[src/rtl/seven_seg_scanner.sv]
// rtl/seven_seg_scanner.sv - two-digit seven-segment scanner with frame-synchronous pattern commit
module seven_seg_scanner #(
    parameter int unsigned TICKS_ON    = 4,
    parameter int unsigned TICKS_BLANK = 1,
    parameter bit          ACTIVE_LOW  = 1'b0
) (
    input  logic       Clock,
    input  logic       Reset,
    input  logic [7:0] SevenSegDig1,
    input  logic [7:0] SevenSegDig2,
    input  logic       Load,
    output logic [7:0] Segments,
    output logic [1:0] Anode,
    output logic       FrameStart,
    output logic       Pending
);

    // Last dwell count of each lit/blank state; BLANK_LAST is unused when blanking is disabled.
    localparam logic [15:0] ON_LAST    = 16'(TICKS_ON - 1);
    localparam logic [15:0] BLANK_LAST = (TICKS_BLANK == 0) ? 16'd0 : 16'(TICKS_BLANK - 1);
    localparam bit          NO_BLANK   = (TICKS_BLANK == 0);

    // XOR masks that turn logical levels into pin levels; also the pin "off" levels.
    localparam logic [7:0] SEG_POL = ACTIVE_LOW ? 8'hFF : 8'h00;
    localparam logic [1:0] AN_POL  = ACTIVE_LOW ? 2'b11 : 2'b00;

    typedef enum logic [2:0] {
        IDLE   = 3'd0,
        SHOW1  = 3'd1,
        BLANK1 = 3'd2,
        SHOW2  = 3'd3,
        BLANK2 = 3'd4
    } state_t;

    state_t      state_q, state_d;
    logic [15:0] cnt_q, cnt_d;
    logic [7:0]  stage1_q, stage1_d;
    logic [7:0]  stage2_q, stage2_d;
    logic [7:0]  shadow1_q, shadow1_d;
    logic [7:0]  shadow2_q, shadow2_d;
    logic        pending_q, pending_d;
    logic        frame_start_q, frame_start_d;
    logic [7:0]  seg_q, seg_d;
    logic [1:0]  anode_q, anode_d;
    logic        boundary;

    // Next state and dwell counter: leave a state once its counter reaches its last tick.
    always_comb begin
        state_d = state_q;
        case (state_q)
            IDLE:    state_d = SHOW1;
            SHOW1:   if (cnt_q == ON_LAST)    state_d = NO_BLANK ? SHOW2 : BLANK1;
            BLANK1:  if (cnt_q == BLANK_LAST) state_d = SHOW2;
            SHOW2:   if (cnt_q == ON_LAST)    state_d = NO_BLANK ? SHOW1 : BLANK2;
            BLANK2:  if (cnt_q == BLANK_LAST) state_d = SHOW1;
            default: state_d = IDLE;
        endcase
        cnt_d = (state_d != state_q) ? 16'd0 : cnt_q + 16'd1;
    end

    // Double buffering: staging absorbs loads mid-frame, shadow only changes on entry to SHOW1.
    always_comb begin
        boundary      = (state_d == SHOW1) && (state_q != SHOW1);
        stage1_d      = stage1_q;
        stage2_d      = stage2_q;
        shadow1_d     = shadow1_q;
        shadow2_d     = shadow2_q;
        pending_d     = pending_q;
        frame_start_d = boundary;
        if (boundary) begin
            pending_d = 1'b0;
            if (Load) begin
                shadow1_d = SevenSegDig1;
                shadow2_d = SevenSegDig2;
            end else if (pending_q) begin
                shadow1_d = stage1_q;
                shadow2_d = stage2_q;
            end
        end else if (Load) begin
            stage1_d  = SevenSegDig1;
            stage2_d  = SevenSegDig2;
            pending_d = 1'b1;
        end
    end

    // Pin levels derived from the next state so outputs line up with the state they belong to.
    always_comb begin
        seg_d   = 8'h00;
        anode_d = 2'b00;
        case (state_d)
            SHOW1: begin
                seg_d   = shadow1_d;
                anode_d = 2'b10;
            end
            SHOW2: begin
                seg_d   = shadow2_d;
                anode_d = 2'b01;
            end
            default: begin
                seg_d   = 8'h00;
                anode_d = 2'b00;
            end
        endcase
        seg_d   = seg_d ^ SEG_POL;
        anode_d = anode_d ^ AN_POL;
    end

    // All state and outputs register here; reset forces IDLE and the dark display.
    always_ff @(posedge Clock) begin
        if (Reset) begin
            state_q       <= IDLE;
            cnt_q         <= 16'd0;
            stage1_q      <= 8'h00;
            stage2_q      <= 8'h00;
            shadow1_q     <= 8'h00;
            shadow2_q     <= 8'h00;
            pending_q     <= 1'b0;
            frame_start_q <= 1'b0;
            seg_q         <= SEG_POL;
            anode_q       <= AN_POL;
        end else begin
            state_q       <= state_d;
            cnt_q         <= cnt_d;
            stage1_q      <= stage1_d;
            stage2_q      <= stage2_d;
            shadow1_q     <= shadow1_d;
            shadow2_q     <= shadow2_d;
            pending_q     <= pending_d;
            frame_start_q <= frame_start_d;
            seg_q         <= seg_d;
            anode_q       <= anode_d;
        end
    end

    assign Segments   = seg_q;
    assign Anode      = anode_q;
    assign FrameStart = frame_start_q;
    assign Pending    = pending_q;

endmodule
[config.mk]
export PLATFORM = sky130hd
export DESIGN_NAME = seven_seg_scanner
export DESIGN_NICKNAME = d
export VERILOG_FILES = /design/src/rtl/seven_seg_scanner.sv
export SDC_FILE = /design/constraint.sdc
export NUM_CORES = 1
export LEC_CHECK = 0
export ABC_CLOCK_PERIOD_IN_PS = 4100
export CORE_MARGIN = 2
export CORE_UTILIZATION = 50
export DETAILED_ROUTE_END_ITERATION = 8
export PLACE_DENSITY_LB_ADDON = 0.08
export SLEW_MARGIN = 10
export SYNTH_ARGS = -nofsm -noshare
export SYNTH_HDL_FRONTEND = slang
export SYNTH_SLANG_ARGS = --single-unit
[constraint.sdc]
create_clock -name Clock -period 4.1 [get_ports Clock]
set_input_delay 1.025 -clock Clock [delete_from_list [all_inputs] [get_ports Clock]]
set_output_delay 1.025 -clock Clock [all_outputs]
set_load 0.01 [all_outputs]
==> results summary, run 1 <==
The run finished with clean final reports. The root buffer cell chosen for the clock tree is clkbuf_8. The post-CTS clock slew at the launch and capture registers of the worst setup and hold paths is approximately 70 ps. The number of routed nets with antenna violations is 0. The simple logic cell fraction of the synthesized area is 20.5%. The worst setup path is of the input pin to flip-flop kind. STA classifies the critical path endpoint as a flip-flop. The slowest library cell on the worst path is clkdlybuf4s50_1.

The number of max-slew violations in the final report came out at 0. The total of cells resized after clock tree synthesis is 0. The xor/xnor share of the synthesized area came out at 5.14%. The total congestion overflow after global routing is 0.

Entering global routing, the biggest net connects 26 pins. Fill cells in the final layout number 468. The final weighted congestion in routability-driven placement is 0.776. Ranked by total cell area, the synthesized netlist is headed by dfxtp_1 49%, nor2_1 8.5%, mux2i_1 6.3%.

The sequential share of the synthesized area is 49.4%. The data required time at the worst endpoint is 4280 ps. The detailed-route wire length came out at 5170 um. The count of maximum capacitance violations is 0.

In this run, synthesis produced a sequential element count of 63. Synthesis produced 263 cells. The share of synthesized area spent on multiplexers came out at roughly 6.3%. The post-layout minimum cycle time is 2720 ps. The global-route wire length before repair came out at approximately 8400 um.

The first detailed-routing pass took 4 iterations. The count of unresolved DRC violations after routing came out at 0. The power density over cell area came out at 420 mW/mm2. STA classifies the critical path startpoint as an input pin. The count of cell types in the netlist is 38. The worst hold path stage count came out at 1.

The horizontal extent of the die came out at 75.5 um. The relative slew slack is 29.2%. The clock passes through at most 2 buffers. The share of total power in sequential cells is between 50% and 60%. The hold-fix buffer count after cts came out at 0. Net switching is 25.9% of the power. Walking the worst path, the cells encountered are clkdlybuf4s50_1 -> nor3_1 -> a21oi_1 -> o22ai_1. Setup repair after global routing left no endpoint under its margin. The via count of the first global-routing pass is 1,771. Summing the areas of all fa, ha and maj instances in the mapped netlist gives 1.37% of the synthesized area.

The clock sink count came out at between 60 and 70. The post-detailed-route via-to-cell ratio is between 5 and 6. Static timing analysis puts the maximum clock frequency at 368 MHz. The actual slew at the worst max-slew pin is 1060 ps. The initial antenna violation count is 0.

Timing analysis after detailed placement gives a worst setup slack of ~1100 ps. The peak per-stage delay on the critical path is ~840 ps. The clock skew after layout came out at around 7.4 ps. The layout overhead on the synthesized area is 21.1%. The portion of synthesized cell area occupied by the leading cell type came out at 49.4%. The dominant combinational cell family by area after synthesis is simple AND/OR/NAND/NOR gates.

The fraction of final layout cells with drive strength greater than 1 came out at approximately 8.3%. The H-tree depth came out at 3. The number of warnings reported in the yosys synthesis log came out at 0. TritonCTS built the clock tree. The internal power contribution is 963 uW. The cell depth of the worst flop-to-flop path came out at 5. The number of setup buffers added after CTS is 0. Of all cell types, the one taking the most synthesized area is dfxtp_1. The type of the worst min-delay path is flip-flop to flip-flop.

The worst IR drop on VDD is 0.000285 V. Counting every net in the synthesized netlist gives 284. The number of flops mapped to enable cells by yosys is 0.

For this design the total switching power over the nets is about 340 uW. A synthesized cell averages about 10 um2. Summed over all cells, the static leakage comes to 1.22 nW. The row count is 26.

The power share of the clock group came out at 37.1%. Across every metal layer, demand over resource in global routing totals 20.1%. The area of the die is around 0.0057 mm2. The final critical-path setup slack came out at 1380 ps. Dividing the detail-routed wire length by the instance count gives 14.0 um. The share of power burned in combinational logic came out at a little under an eighth. The iteration-0 DRC count of the detailed router is 109. 31 I/O pins were placed. The worst slack on hold paths is 487 ps.

The data arrival at the endpoint of the critical path is between 2000 and 3000 ps. Setup violations remaining at the end of the flow were counted as 0. The number of buffers added by the clock tree synthesis step is 9. The synthesized cell area is approximately 0.0026 mm2.

The placeable core area came out at 0.00501 mm2. Setup total negative slack on the finished layout was measured at 0 ps. The y dimension of the die came out at approximately 75 um. The wire-length estimate of the detail-placed layout is 3310 um.

The maximum fanout along the worst path came out at 16. The number of antenna diodes came out at 0. For this run, the number of standard cells in the final layout without fillers is 370. After detailed placement, the design holds a cell count of 354.

The number of buffers added on ports is 30. The fraction of registers with async set or reset after synthesis is 0%. The via count is roughly 2,000. The final period utilization is 66.3%. The later-pin clock latency in the skew report came out at 330 ps.

The number of hold violations in the final report came out at 0. The initial core utilization came out at 51.0%. The total power consumption of the routed design came out at around 1.3 mW. The number of nets at the end of the flow came out at 316.

The compound-cell area share of the yosys netlist is 14.3%. The leading register cell type out of synthesis is dfxtp_1.
## power by group through the flow
| stage | Sequential [mW] | Combinational (mW) | Clock [mW] |
|---|---|---|---|
| final | 0.665 | 0.152 | 0.483 |
| after global routing | 0.668 | 0.170 | 0.531 |
| after global placement | 0.678 | 0.152 | 0 |
| after detailed placement | 0.677 | 0.153 | 0 |
| after CTS | 0.664 | 0.154 | 0.498 |
| after floorplan | 0.679 | 0.0872 | 0 |
## synthesized netlist by cell type (all sizes together), types with 2 or more instances
| library cell | count |
|---|---|
| xor2 | 9 |
| dfxtp | 63 |
| nor3b | 3 |
| mux2i | 16 |
| o21bai | 7 |
| o2bb2ai | 2 |
| o22ai | 14 |
| a41oi | 2 |
| nand2 | 10 |
| and3 | 3 |
| clkbuf | 10 |
| nand4b | 2 |
| nand4 | 8 |
| xnor2 | 6 |
| and4 | 2 |
| nand3 | 3 |
| inv | 8 |
| nor3 | 9 |
| o221ai | 8 |
| nor2 | 58 |
| ha | 2 |
| nor4 | 4 |
| a21oi | 2 |
## routing by layer
| metal | GRT usage, % | wire [um] |
|---|---|---|
| met1 | 27.6 | 2640 |
| met2 | 28.5 | 2230 |
| met3 | 8.99 | 249 |
| met4 | 5.85 | 49 |
| met5 | 0 | 0 |
## cell type report
| type | count | area, um2 | area share [%] |
|---|---|---|---|
| flip-flops and latches | 63 | 1260 | 40.8 |
| clock buffers | 10 | 138 | 4.45 |
| repair buffers | 32 | 315 | 10.2 |
| clock inverters | 6 | 46.3 | 1.50 |
| multi-input cells | 181 | 1210 | 39.3 |
| well taps | 70 | 87.6 | 2.83 |
| inverters | 8 | 30.0 | 0.971 |
## per-stage QoR
| step | utilization (%) | area [um2] |
|---|---|---|
| after floorplan | - | 2550 |
| after global placement | 58.0 | 2910 |
| after detailed placement | 58.0 | 2910 |
| after CTS | 61.7 | 3090 |
| after global routing | 61.7 | 3090 |
| final | 61.7 | 3090 |
## critical path, delay by kind of cell
family / cells / cell delay, ps
compound gates: 2 / 940
buf+inv: 1 / 840
simple gates: 1 / 90
## state kept, by name (all words and copies together) (netlist names)
register / cells
Pending: 1
FrameStart: 1
Anode: 2
Segments: 8
shadow1_q: 8
state_q: 3
cnt_q: 16
stage2_q: 8
stage1_q: 8
shadow2_q: 8
## placed cells by master, fill, tap and decap left out, types with 2 or more instances in the layout
cell type,n
a21oi_1,2
and3_1,3
and4_1,2
buf_4,2
clkbuf_8,10
clkdlybuf4s50_1,30
clkinv_4,3
clkinvlp_4,2
dfxtp_1,63
ha_1,2
inv_1,8
mux2i_1,16
nand2_1,10
nand3_1,3
nand4_1,8
nand4b_1,2
nor2_1,58
nor3_1,9
nor3b_1,2
nor4_4,3
o21bai_1,7
o221ai_1,8
o22ai_1,14
o2bb2ai_1,2
xnor2_1,6
xor2_1,9
## kinds of logic (layout without fill, tap and decap cells)
logic type,count (synthesis),count (layout)
and+or+nand+nor,103,103
muxes,16,16
DFF,63,63
adders and majority gates,3,3
xor gates and xnor gates,15,15
AOI/OAI and AO/OA,44,44
buffers and inverters,19,56
## final timing paths
path	start	end	slack [ps]
setup / recovery	Reset	Segments[6]$_SDFF_PP0_	1380
hold / removal	cnt_q[0]$_SDFF_PP0_	cnt_q[0]$_SDFF_PP0_	490
setup reg to reg	cnt_q[4]$_SDFF_PP0_	stage1_q[6]$_SDFFE_PP0P_	1560
hold reg to reg	cnt_q[0]$_SDFF_PP0_	cnt_q[0]$_SDFF_PP0_	490
Note: power is estimated with default switching activity, not from simulation.
==> inputs of run 2 (changes only) <==
--- a/config.mk
+++ b/config.mk
@@ -5,7 +5,7 @@
 export SDC_FILE = /design/constraint.sdc
 export NUM_CORES = 1
 export LEC_CHECK = 0
-export ABC_CLOCK_PERIOD_IN_PS = 4100
+export ABC_CLOCK_PERIOD_IN_PS = 2550
 export CORE_MARGIN = 2
 export CORE_UTILIZATION = 50
 export DETAILED_ROUTE_END_ITERATION = 8
==> constraint.sdc (replaced) <==
create_clock -name Clock -period 2.55 [get_ports Clock]
set_input_delay 0.6375 -clock Clock [delete_from_list [all_inputs] [get_ports Clock]]
set_output_delay 0.6375 -clock Clock [all_outputs]
set_load 0.01 [all_outputs]
==> run 2 against run 1 <==
Effect of this change: power rose by 82%; sequential cell count did not move; clock-buffer cell count did not move; global-route usage rose by 1.9 points; core utilization rose by 2.2 points; combinational power rose by 72%; setup slack got worse by 1000 ps; final cell count rose by 2.2%; clock skew fell by 1.5 ps; clock power rose by 110%; sequential power rose by 61%; critical path type is now flip-flop to flip-flop; largest power group unchanged.
==> results summary, run 2 (synthesis gave the netlist of run 1 again) <==
The run finished with clean final reports. The combined global-route utilization of all metal layers is 22.0%. The post-layout minimum cycle time came out at 2170 ps. The global-route wire length before repair came out at 9270 um. The initial antenna violation count came out at 0. The number of routed nets with antenna violations came out at 0. The clock network is responsible for approximately 44% of the overall power. The area of the die is 0.00569 mm2. Measured against its own limit, the worst slew margin works out to between 60 and 70%.

The H-tree depth came out at 3. The via count of the first global-routing pass came to a little under 2,000. The number of hold violations in the final report is 0. The horizontal extent of the die came out at approximately 75 um.

The count of unresolved DRC violations after routing is 0. The share of power burned in combinational logic came out at 11.1%. During I/O placement, the number of pins put on the boundary was 31. The worst hold path stage count is 1. The number of antenna diodes came out at 0. The HPWL after detailed placement came out at 3550 um. At the end of routability-driven placement, the weighted congestion stood at 0.836. The number of buffers added on ports is 30. The initial core utilization came out at 51.0%.

IR analysis of the VDD net gives a maximum drop of 0.000451 V. The proportion of total power due to net switching came out at between 20% and 30%. The share of total power in sequential cells came out at 45.3%. Leaving out fill and tap cells, the most frequent cell in the layout is dfxtp_1.

The number of failing setup endpoints in the final timing report came out at 0. In this run the power density over the cells is 736 mW/mm2. The critical path ends at stage1_q[4]$_SDFFE_PP0P_. The actual slew at the worst max-slew pin is 499 ps.

Clock tree synthesis selected as its root buffer the cell clkbuf_8. The setup fix buffers added after clock tree synthesis is 0. The CTS tree is yes. The flip-flop count of the largest register, all copies and words added is 16. For this block, the initial DRC count from the detailed router was between 80 and 90. The hold-fix buffer count after cts is 0. The critical path is of the flip-flop to flip-flop type. The total congestion overflow after global routing came out at 0.

Clock tree synthesis found a total of 63 sinks. The total of cells resized after clock tree synthesis is 0. The later-pin clock latency in the skew report came out at between 300 and 400 ps. The net switching power figure came out at between 500 and 600 uW. The cell depth of the worst flop-to-flop path is 8. Across all layers, the routed design uses 2,070 vias. The finished cells cover 0.00320 mm2. The maximum clock frequency came out at 460 MHz. In the layout the commonest cells are 63 x dfxtp_1, 58 x nor2_1, 30 x clkdlybuf4s50_1, 16 x mux2i_1, 14 x o22ai_1. The sum of negative setup slack came out at 0 ps. The number of buffers added by the clock tree synthesis step is 9. The launch point of the worst reg-to-reg path is cnt_q[0]$_SDFF_PP0_. The largest net degree at the start of global routing came out at 24. The count of maximum capacitance violations came out at 0.

The static leakage is 1.29 nW. The worst setup path is captured at a flip-flop. The endpoint identified for the worst register-to-register timing path is stage1_q[4]$_SDFFE_PP0P_. The row count came out at 26. The internal power contribution is 1.83 mW.

The number of nets at the end of the flow is 324. In this run the vertical extent of the chip is 75.5 um. Counting flops per register, the top entry is cnt_q. In the routed layout, each cell is associated on average with a via count of 5.48. The path class of the tightest hold or removal check is flip-flop to flip-flop.

The number of max-slew violations in the final report is 0. The data required time at the worst endpoint is 2770 ps. The critical path starts at cnt_q[0]$_SDFF_PP0_.

Setup repair after global routing left no endpoint under its margin. After detailed routing, the total wire length is around 5600 um. The data arrival at the endpoint of the critical path came out at 2400 ps. Dividing the final minimum period by the clock period gives 85.2%. The placeable core area came out at 0.00501 mm2. The layout overhead on the synthesized area came out at 25.5%. STA classifies the critical path startpoint as a flip-flop. The maximum fanout along the worst path came out at 13. The post-placement cell area came out at 0.00297 mm2. The number of iterations in the first detailed-routing pass came out at 4.

The post-route netlist has approximately 10% of its cells at a drive strength greater than 1. The routed wire length per instance came out at 14.8 um. The clock skew after layout is 5.93 ps. The number of buffers on the longest clock path is 2. After clock tree synthesis, the clock-pin slew on the worst setup and hold paths is 70 ps. The setup slack on the worst flop-to-flop path came out at 380 ps.
==> run 2: cell types whose count changed in the layout (fill, tap and decap cells not counted) <==
cell	delta
clkinv_4	-2
clkbuf_8	-1
clkbuf_1	+1
bufinv_16	+3
clkinvlp_4	-2
buf_4	+8
clkinv_2	+1
==> run 2: worst min path at each step <==
stage / start / end / slack [ps]
after CTS: cnt_q[0]$_SDFF_PP0_ / cnt_q[0]$_SDFF_PP0_ / 490
after detailed placement: cnt_q[0]$_SDFF_PP0_ / cnt_q[0]$_SDFF_PP0_ / 470
after floorplan: cnt_q[0]$_SDFF_PP0_ / cnt_q[0]$_SDFF_PP0_ / 440
after global placement: cnt_q[0]$_SDFF_PP0_ / cnt_q[0]$_SDFF_PP0_ / 460
after global routing: stage2_q[2]$_SDFFE_PP0P_ / shadow2_q[2]$_SDFF_PP0_ / 510
final: cnt_q[0]$_SDFF_PP0_ / cnt_q[0]$_SDFF_PP0_ / 480
==> run 2: worst max-delay path: stages, from the launching register on <==
cell	delay, ps
dfxtp_1	340
inv_1	70
ha_1	160
nor3b_2	340
a41oi_4	290
o31ai_4	270
buf_4	310
mux2i_1	230
nor2_1	50
==> run 2: metal layers <==
| metal | global-route usage (%) | part of all wire (%) |
|---|---|---|
| met1 | 30.1 | 47 |
| met2 | 32.2 | 45 |
| met3 | 5.03 | 5.7 |
| met4 | 11.9 | 1.9 |
| met5 | 0 | 0 |
==> run 2: power groups by stage <==
stage                     Combinational, mW  Clock [mW]  Sequential, mW
final                                 0.262        1.03            1.07
after global routing                  0.289        1.08            1.07
after CTS                             0.264        1.05            1.07
after detailed placement              0.262           0            1.09
after global placement                0.258           0            1.09
after floorplan                       0.140           0            1.09
==> run 2: layout make-up <==
class,count,area [um2]
Multi-Input combinational cell,181,1210
Fill cell,447,1810
Clock inverter,6,109
Clock buffer,10,128
Inverter,8,30.0
Tap cell,70,87.6
Timing Repair Buffer,40,375
Sequential cell,63,1260
==> run 2: per-stage QoR <==
| stage | cells | power (mW) | util [%] | hold WS, ps | worst slack, ps |
|---|---|---|---|---|---|
| after global routing | 378 | 2.45 | 64.0 | 514 | 148 |
| after detailed placement | 362 | 1.35 | 59.2 | 471 | 345 |
| final | 378 | 2.36 | 64.0 | 477 | 378 |
| after global placement | 362 | 1.35 | 59.2 | 457 | 422 |
| after floorplan | 263 | 1.23 | - | 437 | 548 |
| after CTS | 378 | 2.38 | 64.0 | 486 | 352 |
==> inputs of run 3 (changes only) <==
--- a/config.mk
+++ b/config.mk
@@ -7,9 +7,10 @@
 export LEC_CHECK = 0
 export ABC_CLOCK_PERIOD_IN_PS = 2550
 export CORE_MARGIN = 2
-export CORE_UTILIZATION = 50
+export CORE_UTILIZATION = 40
 export DETAILED_ROUTE_END_ITERATION = 8
 export PLACE_DENSITY_LB_ADDON = 0.08
+export SKIP_LAST_GASP = 1
 export SLEW_MARGIN = 10
 export SYNTH_ARGS = -nofsm -noshare
 export SYNTH_HDL_FRONTEND = slang
==> run 3 against run 2 <==
Effect of this change: sequential share of layout area grew 0.15 points; die area grew 24%; global-route usage shrank 4.8 points; sequential power is essentially flat; first-iteration DRC count grew 5.7%; wire length grew 0.38%; highest routed layer unchanged; cell area shrank 0.39%.
==> results summary, run 3 (synthesis gave the netlist of run 1 again) <==
The run finished with clean final reports. The hold-fix buffer count after cts came out at 0. Port buffering added 30 buffers. The share of power burned in combinational logic is a little under an eighth. cnt_q holds more flip-flops than any other register. The critical path goes through nor4_4 -> and4_1 -> nand2_1 -> a21oi_1 -> buf_4 -> o22ai_1. The maximum fanout along the worst path is 8. TritonCTS built the clock tree.

The area of the die came out at 0.00704 mm2. After filler insertion, the fill cell instance count of the layout stands at 615. Global routing consumed, on the met3 layer, between 3 and 4% of the routing resources.

The worst hold path belongs to the class flip-flop to flip-flop. The number of buffers added by the clock tree synthesis step is 9. The via count of the first global-routing pass is 1,905. The later-pin clock latency in the skew report came out at 340 ps. The initial core utilization is 40.7%.

The total power consumption of the routed design is 2.30 mW. The first detailed-routing pass ran for 4 iterations. The number of antenna diodes came out at 0.

The worst IR drop on VDD is 0.000390 V. The cell chosen for the clock root is clkbuf_8. The peak per-stage delay on the critical path is 470 ps. Cell internal power was estimated by the tool at 1.75 mW. Entering global routing, the biggest net connects 34 pins. The row count is 29. The share of total power in sequential cells is 46.4%. Leaving out fill and tap cells, the most frequent cells in the layout are 63 x dfxtp_1, 58 x nor2_1, 30 x clkdlybuf4s50_1, 16 x mux2i_1, 14 x o22ai_1.

For this run, global-route usage on met1 was measured as 26.0%. The final weighted congestion in routability-driven placement came out at 0.800. Once detailed placement completed, the half-perimeter wirelength came to 3590 um. The sum of negative setup slack came out at 0 ps. The number of setup buffers added after CTS is 0. The number of hold violations in the final report came to 0. The post-layout minimum cycle time came out at between 2000 and 2500 ps. The H-tree depth came out at 3. The y dimension of the die came out at 83.9 um. The initial antenna violation count came to 0. The number of nets at the end of the flow is about 320. The total congestion overflow after global routing came out at 0. The post-detailed-route via-to-cell ratio is 5.21. The setup slack on the worst flop-to-flop path is 410 ps. The total of cells resized after clock tree synthesis came out at 0.

The number of buffers on the longest clock path is 2. The horizontal extent of the die came out at 83.9 um. The proportion of total power due to net switching is 23.9%. The tool flagged a number of max-cap violations equal to 0. The relative slew slack is 64.6%. The number of max-slew violations in the final report is 0. The data arrival at the endpoint of the critical path is 2340 ps. The final period utilization came out at 83.8%.

The iteration-0 DRC count of the detailed router came out at 93. The number of top-level pins is 31. The post-CTS clock slew at the launch and capture registers of the worst setup and hold paths is 70 ps.

For this run, the total global-route usage over all layers was measured as 17.2%. Grouping stages by cell kind, the critical path spends the most delay in simple AND/OR/NAND/NOR gates. The net switching power figure is 550 uW. The global routing met2 resource utilization came out at 23.0%. The kind of critical path is flip-flop to flip-flop. The final route contains 2,001 vias. The register with the most flip-flops in the layout has 16 of them. Once detail routing completed, the nets flagged for antenna violations numbered 0. Counting every sink on the clock net gives 63.

In this run the most used layer during global routing was met1. The detailed-route wire length came out at 5610 um. The count of unresolved DRC violations after routing is 0.

The placeable core area came out at between 0.006 and 0.007 mm2. The actual slew at the worst max-slew pin is about 530 ps. The maximum clock frequency is 468 MHz. The global-route wire length before repair is about 9500 um.

The routed wire length per instance is 14.6 um. The power density over cell area came out at 722 mW/mm2. The clock network burns between 40% and 50% of the power.

Setup repair after global routing left no endpoint under its margin. The clock skew after layout came out at 9.85 ps. The fraction of final layout cells with drive strength greater than 1 came out at 10.1%. The layout overhead on the synthesized area came out at 25.0%. The static leakage is 1.27 nW. The data required time at the worst endpoint came out at 2760 ps. The kind of start point of the critical path is a flip-flop.

The worst setup path is captured at a flip-flop. The slowest library cell on the worst path is nor4_4. Counting both buffers and inverters, the worst setup path holds a total of 1. Leaving out fill and tap cells, the most frequent cell in the layout is dfxtp_1. The number of failing setup endpoints in the final timing report came out at 0.
run 3: changes by cell type in the layout (fill, tap and decap cells not counted), sizes merged:
| cell | before | now |
|---|---|---|
| clkbuf | 10 | 11 |
| clkinvlp | 0 | 1 |
| bufinv | 3 | 2 |
| buf | 10 | 9 |
| clkinv | 3 | 2 |
run 3: final cells by class:
class	count	area, um2	area share (%)
clock inverter	5	81.3	2.55
timing repair buffer	39	368	11.5
inverter	8	30.0	0.941
sequential	63	1260	39.5
tap	77	96.3	3.02
multi-input combinational	181	1210	38.0
clock buffer	11	141	4.43
run 3: per-layer routing:
layer,up-vias,part of all wire [%]
met1,932,53
met5,-,0
met4,0,1.9
met2,34,42
met3,9,2.6
li1,1026,-
run 3: power by group through the flow:
stage	Sequential, mW	Combinational, mW	Clock (mW)
floorplan	1.09	0.140	0
global placement	1.09	0.260	0
detailed placement	1.09	0.259	0
CTS	1.07	0.262	1.00
global route	1.07	0.288	1.03
finish	1.07	0.261	0.975
run 3: metrics by stage:
| step | util (%) | hold slack (ps) | worst slack [ps] | area, um2 | instances |
|---|---|---|---|---|---|
| 2_1_floorplan | - | 437 | 548 | 2550 | 263 |
| 3_3_place_gp | 47.3 | 463 | 383 | 2970 | 368 |
| 3_5_place_dp | 47.3 | 474 | 294 | 2970 | 368 |
| 4_1_cts | 50.8 | 489 | 397 | 3190 | 384 |
| 5_1_grt | 50.8 | 520 | 151 | 3190 | 384 |
| 6_report | 50.8 | 479 | 413 | 3190 | 384 |
run 3: worst register-to-register path, delay by kind of cell (launching register included):
kind	cells	cell delay, ps
and+or+nand+nor	3	940
DFF	1	390
buffers and inverters	1	250
AOI/OAI and AO/OA	2	440
run 3: path summary, 6_finish.rpt:
kind | end | cells after the start | from
worst max-delay path | Segments[0]$_SDFF_PP0_ | 6 | cnt_q[4]$_SDFF_PP0_
worst min-delay path | cnt_q[0]$_SDFF_PP0_ | 1 | cnt_q[0]$_SDFF_PP0_
worst max register to register | Segments[0]$_SDFF_PP0_ | 6 | cnt_q[4]$_SDFF_PP0_
worst min register to register | cnt_q[0]$_SDFF_PP0_ | 1 | cnt_q[0]$_SDFF_PP0_
